**src/rtl/mux_rr_pipe.sv**
```systemverilog
// N-channel registered multiplexer with per-channel valid/ready. Grant is either an
// explicit channel select or round-robin among valid channels; one output register stage.
module mux_rr_pipe #(
    parameter int WIDTH = 5,
    parameter int N     = 2,
    parameter int SEL_W = 1
) (
    input  logic               clk,
    input  logic               rst,
    input  logic [N*WIDTH-1:0] in_data,
    input  logic [N-1:0]       in_valid,
    output logic [N-1:0]       in_ready,
    input  logic               mode,
    input  logic [SEL_W-1:0]   sel,
    output logic [WIDTH-1:0]   out_data,
    output logic [SEL_W-1:0]   out_chan,
    output logic               out_valid,
    input  logic               out_ready
);

    logic [WIDTH-1:0] out_data_r;
    logic [SEL_W-1:0] out_chan_r;
    logic             out_valid_r;
    logic [SEL_W-1:0] ptr_r;

    logic             load_s;
    logic             grant_valid_s;
    logic [SEL_W-1:0] grant_s;
    logic [WIDTH-1:0] grant_data_s;
    logic [SEL_W-1:0] ptr_next_s;
    logic [N-1:0]     in_ready_s;

    // Channel visited at scan offset k when the round-robin search starts at p.
    function automatic int rr_index(input logic [SEL_W-1:0] p, input int k);
        int s;
        s = int'(p) + k;
        return (s >= N) ? (s - N) : s;
    endfunction

    // Grant selection: explicit select (out-of-range sel never grants) or rotating scan.
    always_comb begin
        grant_valid_s = 1'b0;
        grant_s       = {SEL_W{1'b0}};
        grant_data_s  = {WIDTH{1'b0}};
        if (mode == 1'b0) begin
            for (int i = 0; i < N; i++) begin
                if (!grant_valid_s && (sel == SEL_W'(i)) && in_valid[i]) begin
                    grant_valid_s = 1'b1;
                    grant_s       = SEL_W'(i);
                    grant_data_s  = in_data[i*WIDTH +: WIDTH];
                end else begin
                end
            end
        end else begin
            for (int k = 0; k < N; k++) begin
                for (int i = 0; i < N; i++) begin
                    if (!grant_valid_s && in_valid[i] && (rr_index(ptr_r, k) == i)) begin
                        grant_valid_s = 1'b1;
                        grant_s       = SEL_W'(i);
                        grant_data_s  = in_data[i*WIDTH +: WIDTH];
                    end else begin
                    end
                end
            end
        end
    end

    // Handshake: output register free or draining, one-hot ready to the granted channel.
    always_comb begin
        load_s     = !out_valid_r || out_ready;
        in_ready_s = {N{1'b0}};
        if (grant_s == SEL_W'(N - 1)) begin
            ptr_next_s = {SEL_W{1'b0}};
        end else begin
            ptr_next_s = grant_s + SEL_W'(1);
        end
        for (int i = 0; i < N; i++) begin
            if (!rst && load_s && grant_valid_s && (grant_s == SEL_W'(i))) begin
                in_ready_s[i] = 1'b1;
            end else begin
                in_ready_s[i] = 1'b0;
            end
        end
    end

    // Output register and round-robin pointer; pointer follows grants in both modes.
    always_ff @(posedge clk) begin
        if (rst) begin
            out_data_r  <= {WIDTH{1'b0}};
            out_chan_r  <= {SEL_W{1'b0}};
            out_valid_r <= 1'b0;
            ptr_r       <= {SEL_W{1'b0}};
        end else if (load_s) begin
            if (grant_valid_s) begin
                out_data_r  <= grant_data_s;
                out_chan_r  <= grant_s;
                out_valid_r <= 1'b1;
                ptr_r       <= ptr_next_s;
            end else begin
                out_valid_r <= 1'b0;
            end
        end else begin
            out_valid_r <= out_valid_r;
        end
    end

    assign in_ready  = in_ready_s;
    assign out_data  = out_data_r;
    assign out_chan  = out_chan_r;
    assign out_valid = out_valid_r;

endmodule

```
**config.mk**
```make
export PLATFORM = sky130hd
export DESIGN_NAME = mux_rr_pipe
export DESIGN_NICKNAME = d
export VERILOG_FILES = /design/src/rtl/mux_rr_pipe.sv
export SDC_FILE = /design/constraint.sdc
export NUM_CORES = 1
export LEC_CHECK = 0
export CAP_MARGIN = 25
export CORE_MARGIN = 10
export CORE_UTILIZATION = 30
export CTS_CLUSTER_DIAMETER = 40
export DETAILED_ROUTE_END_ITERATION = 8
export SLEW_MARGIN = 20
export SYNTH_ARGS = -nofsm -noshare
export SYNTH_HDL_FRONTEND = slang
export SYNTH_SLANG_ARGS = --single-unit
```
**constraint.sdc**
```tcl
create_clock -name clk -period 1.65 [get_ports clk]
set_input_delay 0.33 -clock clk [delete_from_list [all_inputs] [get_ports clk]]
set_output_delay 0.33 -clock clk [all_outputs]
set_load 0.05 [all_outputs]
```
* Word-level counts from Yosys, hierarchy flattened
Cells that the tools add are included.
Storage, ports and cells: flip-flop bits (word level) 8, input port bits 17
Cells by class: add/subtract/negate cells 4, $lt $le $gt $ge 2, eq/ne operators 2, multiplexer cells 29, bitwise operators 2, reduce and logical (&&, ||, !) cells 24
Operators with widths (number):
- $eq 32x2->1 const B | 2
- $logic_not 32->1 | 2
- $mux 32 | 2
- $mux 5 | 7
- $mux 1 | 20
- $logic_and 1x1->1 | 14
- $logic_not 1->1 | 6
- $sub 1x2->3 const B | 1
- $sub 2x2->3 const B | 1
- $add 1x1->2 const B | 1
- $ge 1x2->1 const B | 1
- $ge 2x2->1 const B | 1
- $not 1->1 | 2
- $reduce_and 2->1 | 1
- $add 1x1->1 const B | 1
- $logic_or 1x1->1 | 1

* Depth between registers and ports, before layout
word-level depth 24, gate-level depth with buffers 7, mapped depth without buffers 4

* Worst setup path before layout
No wires, ideal clock.
path type input port to output port, from input mode, to output in_ready[0], arrival 2138 ps, slack -818 ps, cell stages on the path 4, path buffers 1, path through clkbuf_1 > inv_1 > o211a_1 > nor3b_1
Between the ends: cells in the longest elaborated chain, start to end 4, elaborated cells between the ends (all ways) 6
Ends and longest elaborated chain:
- start, declared | line 13 | input logic mode,
- $mux 1 | line 45 | if (mode == 1'b0) begin
- $logic_and 1x1->1 / $not 1->1 (equally long branches) | line 78 | if (!rst && load_s && grant_valid_s && (grant_s == SEL_W'(i))) begin
- $logic_and 1x1->1 * | line 78
- $mux 1 * | line 78
- end, declared | line 12 | output logic [N-1:0] in_ready,
Every way passes the cells marked *; elsewhere a longest branch is shown, timed or not.

* Final worst setup path
from register ptr_r, to output in_ready[0]
Between the ends: cells in the longest elaborated chain, start to end 24, elaborated cells between the ends (all ways) 37
Ends and longest elaborated chain:
- start, declared | line 24 | logic [SEL_W-1:0] ptr_r;
- start signal, assigned | line 92 | ptr_r <= {SEL_W{1'b0}};
- start signal, assigned | line 98 | ptr_r <= ptr_next_s;
- $sub 1x2->3 / $ge 1x2->1 (equally long branches) | line 37 | return (s >= N) ? (s - N) : s;
- $mux 32 | line 37
- $logic_not 32->1 | line 57 | if (!grant_valid_s && in_valid[i] && (rr_index(ptr_r, k) == i)) begin
- $logic_and 1x1->1 | line 57
- $mux 1 | line 57
- $mux 1 | line 45
- $logic_not 1->1 | line 57
- $logic_and 1x1->1 (2 in a row) | line 57
- [... 6 more ...]
- $mux 1 | line 45
- $logic_not 1->1 | line 57
- $logic_and 1x1->1 (2 in a row) | line 57
- $mux 1 | line 57
- $mux 1 | line 45
- $logic_and 1x1->1 / $not 1->1 (equally long branches) | line 78
- $logic_and 1x1->1 * | line 78
- $mux 1 * | line 78
Every way passes the cells marked *; elsewhere a longest branch is shown, timed or not. The select of a mux whose other input is x is not followed.

==> results.md <==
* Reg2Reg Setup Slack at 360 ps
* Area Growth Syn to Fin at 73.19%
* Hold Path Origin: out_data[2]$_SDFFE_PP0P_
* Final WL at 1779 um
* Pwr Density at 693.8 nW/um^2
* Antenna Nets Post-Route at 0
* Crit-path max FO at 3
* Slew HR at 86.38%
* TritonCTS Buffers at 3
* H-Tree Level Count at 1
* Arrival time worst endpoint at 1350 ps
* Core Util, Final at 54.43%
* IO Pins at 26
* Die span in x at 62.30 um
* Via density at 4.992
* CP Capture Type: output port
* CTS tree: built
* Final #Nets at 114
* Reg2reg end: out_data[2]$_SDFFE_PP0P_
* DR DRC count at 0
* Overall power at 644.9 uW
* Final hold violations at 0
* Most frequent cells in the layout: 20 x buf_4, 11 x clkdlybuf4s50_1, 7 x dfxtp_1
* WHS at 452.4 ps
* Final Slew Violations at 0
* Syn Nets at 76
* Total gr overflow at 0
* CTS Buffer Depth at 2
* Reg-to-Reg Start: ptr_r$_SDFFE_PP0P_
* Clk_lat worst skew at 260 ps
* Setup Skew at 6.773 ps
* Final WS setup at -32.48 ps
* Hold buffer count at cts at 0
* Commonest non-fill, non-tap cell in the layout: buf_4
* Syn Area/Cell at 9.098 um^2
* Die Y at 62.30 um
* Max cap viols at 0
* Post-synth ARST share at 0%
* Seq/Total Area, Yosys at 29.84%
* Achievable frequency at 594.4 MHz
* Via count at 599
* Post-DP HPWL at 1376 um
* Share of layout cells above drive strength 1 at 42.11%
* Layout Cells excl Fill at 120
* Yosys top cell area share at 29.84%
* Rows at 15
* Synth warn at 0
* Initial Utilization at 31.43%
* Failing checks: negative setup slack
* GP Congestion at 0.7525
* Worst EP required at 1320 ps
* Actual slew at the worst max-slew pin at 204.1 ps
* RSZ-0062 raised after global routing: true
* Tot GR Track Use at 9.463%
* HP Class: reg -> reg
* Leading area contributor after synthesis: dfxtp_1
* Reg2Reg Depth at 5
* Worst Setup Start Kind: register
* Worst slack, placed at -357.3 ps
* Mapped Area at 536.8 um^2
* Tmin final at 1682 ps
* Drt wl/cell at 14.83 um
* Setup Viol. Count Final at 1
* Unique masters post-synth at 23
* Initial antenna violation count at 0
* Antenna diode count at 0
* Mapped Cells at 59
* Port Buf Inserts at 25
* Crit path kind: reg -> out
* Area contributors post-synth: dfxtp_1 30%, a221o_1 9.3%, a32o_1 9.3%
* Global-route wire length before repair at 3091 um
* Seq cells post-synth at 8
* Leak at 0.0003813 uW
* Register clock-pin slew on the reported worst setup and hold paths at 60 ps
* Post-route clock period utilization at 102.0%
* Clock root cell: clkbuf_4
* Main synth FF type: dfxtp_1
* Status: finished with violations
* Hold path cells at 2
* Endpoint, Worst Hold: out_data[2]$_SDFFE_PP0P_
* Worst setup path startpoint: ptr_r$_SDFFE_PP0P_
* Iteration count of the initial detailed-routing pass at 4
* CTS sink cnt at 8
* Number of synthesized flops with an enable pin at 0
* Initial DRC Count at 12
* Core area at 1708 um^2
* Pin count of the biggest net entering global routing at 14
* VDD IR-drop max at 0.0004911 V
* Vias in the first global route at 612
* Placed cells at 116
* Die area at 3881 um^2
## cells in the mapped netlist (all sizes together), types with 2 or more instances
library cell,n
dfxtp,8
o21ai,7
a221o,5
a32o,5
nand2,5
o2111ai,5
buf,3
a21boi,2
a21oi,2
clkbuf,2
inv,2
nand2b,2
or2,2
## routing by layer
layer  vias up  track usage [%]  part of all wire [%]
met5         -                0                     0
met4         0            5.866                   2.8
met3         5            1.075                   2.2
met2        19            13.46                    42
met1       267            13.03                    53
li1        308                -                     -
## worst max-delay path: stages, from the launching register on
cell      delay (ps)
dfxtp_2          330
nand2b_4         140
o211a_4          250
nor3b_4          210
buf_12           160
## how the worst max path moves through the flow
| stage | slack [ps] | end | depth (start not counted) |
|---|---|---|---|
| after floorplan | -60 | in_ready[0] | 5 |
| after global placement | -350 | in_ready[0] | 5 |
| after detailed placement | -360 | in_ready[0] | 5 |
| after CTS | -50 | in_ready[0] | 4 |
| after global routing | -90 | in_ready[0] | 4 |
| final | -30 | in_ready[0] | 4 |
## state kept, by name, indices dropped and copies added, names as in the netlist
signal / count
out_valid: 1
out_data: 5
ptr_r: 1
out_chan: 1
## what timing repair did
item                                    in CTS  in global routing
endpoints found under the setup margin       2                  2
gates resized for setup                     20                  0
pin swaps                                    2                  0
buffers inserted                             1                  0
## layout make-up
| type | instances | area, um^2 |
|---|---|---|
| Inverter | 2 | 7.507 |
| Tap cell | 25 | 31.28 |
| Sequential cell | 8 | 161.4 |
| Fill cell | 170 | 778.2 |
| Timing Repair Buffer | 38 | 335.3 |
| Multi-Input combinational cell | 44 | 371.6 |
| Clock buffer | 3 | 22.52 |
## per-stage QoR
step	cell area (um^2)	setup TNS, ps
2_1_floorplan	573.1	-59.01
3_3_place_gp	895.9	-1961
3_5_place_dp	895.9	-2116
4_1_cts	929.6	-45.52
5_1_grt	929.6	-124.3
6_report	929.6	-32.48
## logic make-up after synthesis
group,Yosys count,synth area share (%)
multiplexers,1,1.865
buffers and inverters,7,9.092
flip-flops,8,29.84
AO/OA/AOI/OAI,28,43.82
AND/OR/NAND/NOR,15,15.39
## where the power goes
part | switching [uW] | total, uW | leakage (uW) | internal (uW)
clock network | 68.5 | 152 | 0.0000138 | 83.4
logic | 141 | 272 | 0.000301 | 132
registers | 10.4 | 221 | 0.0000662 | 211
total | 219 | 645 | 0.000381 | 425
Power figures use the tool's default switching activity.
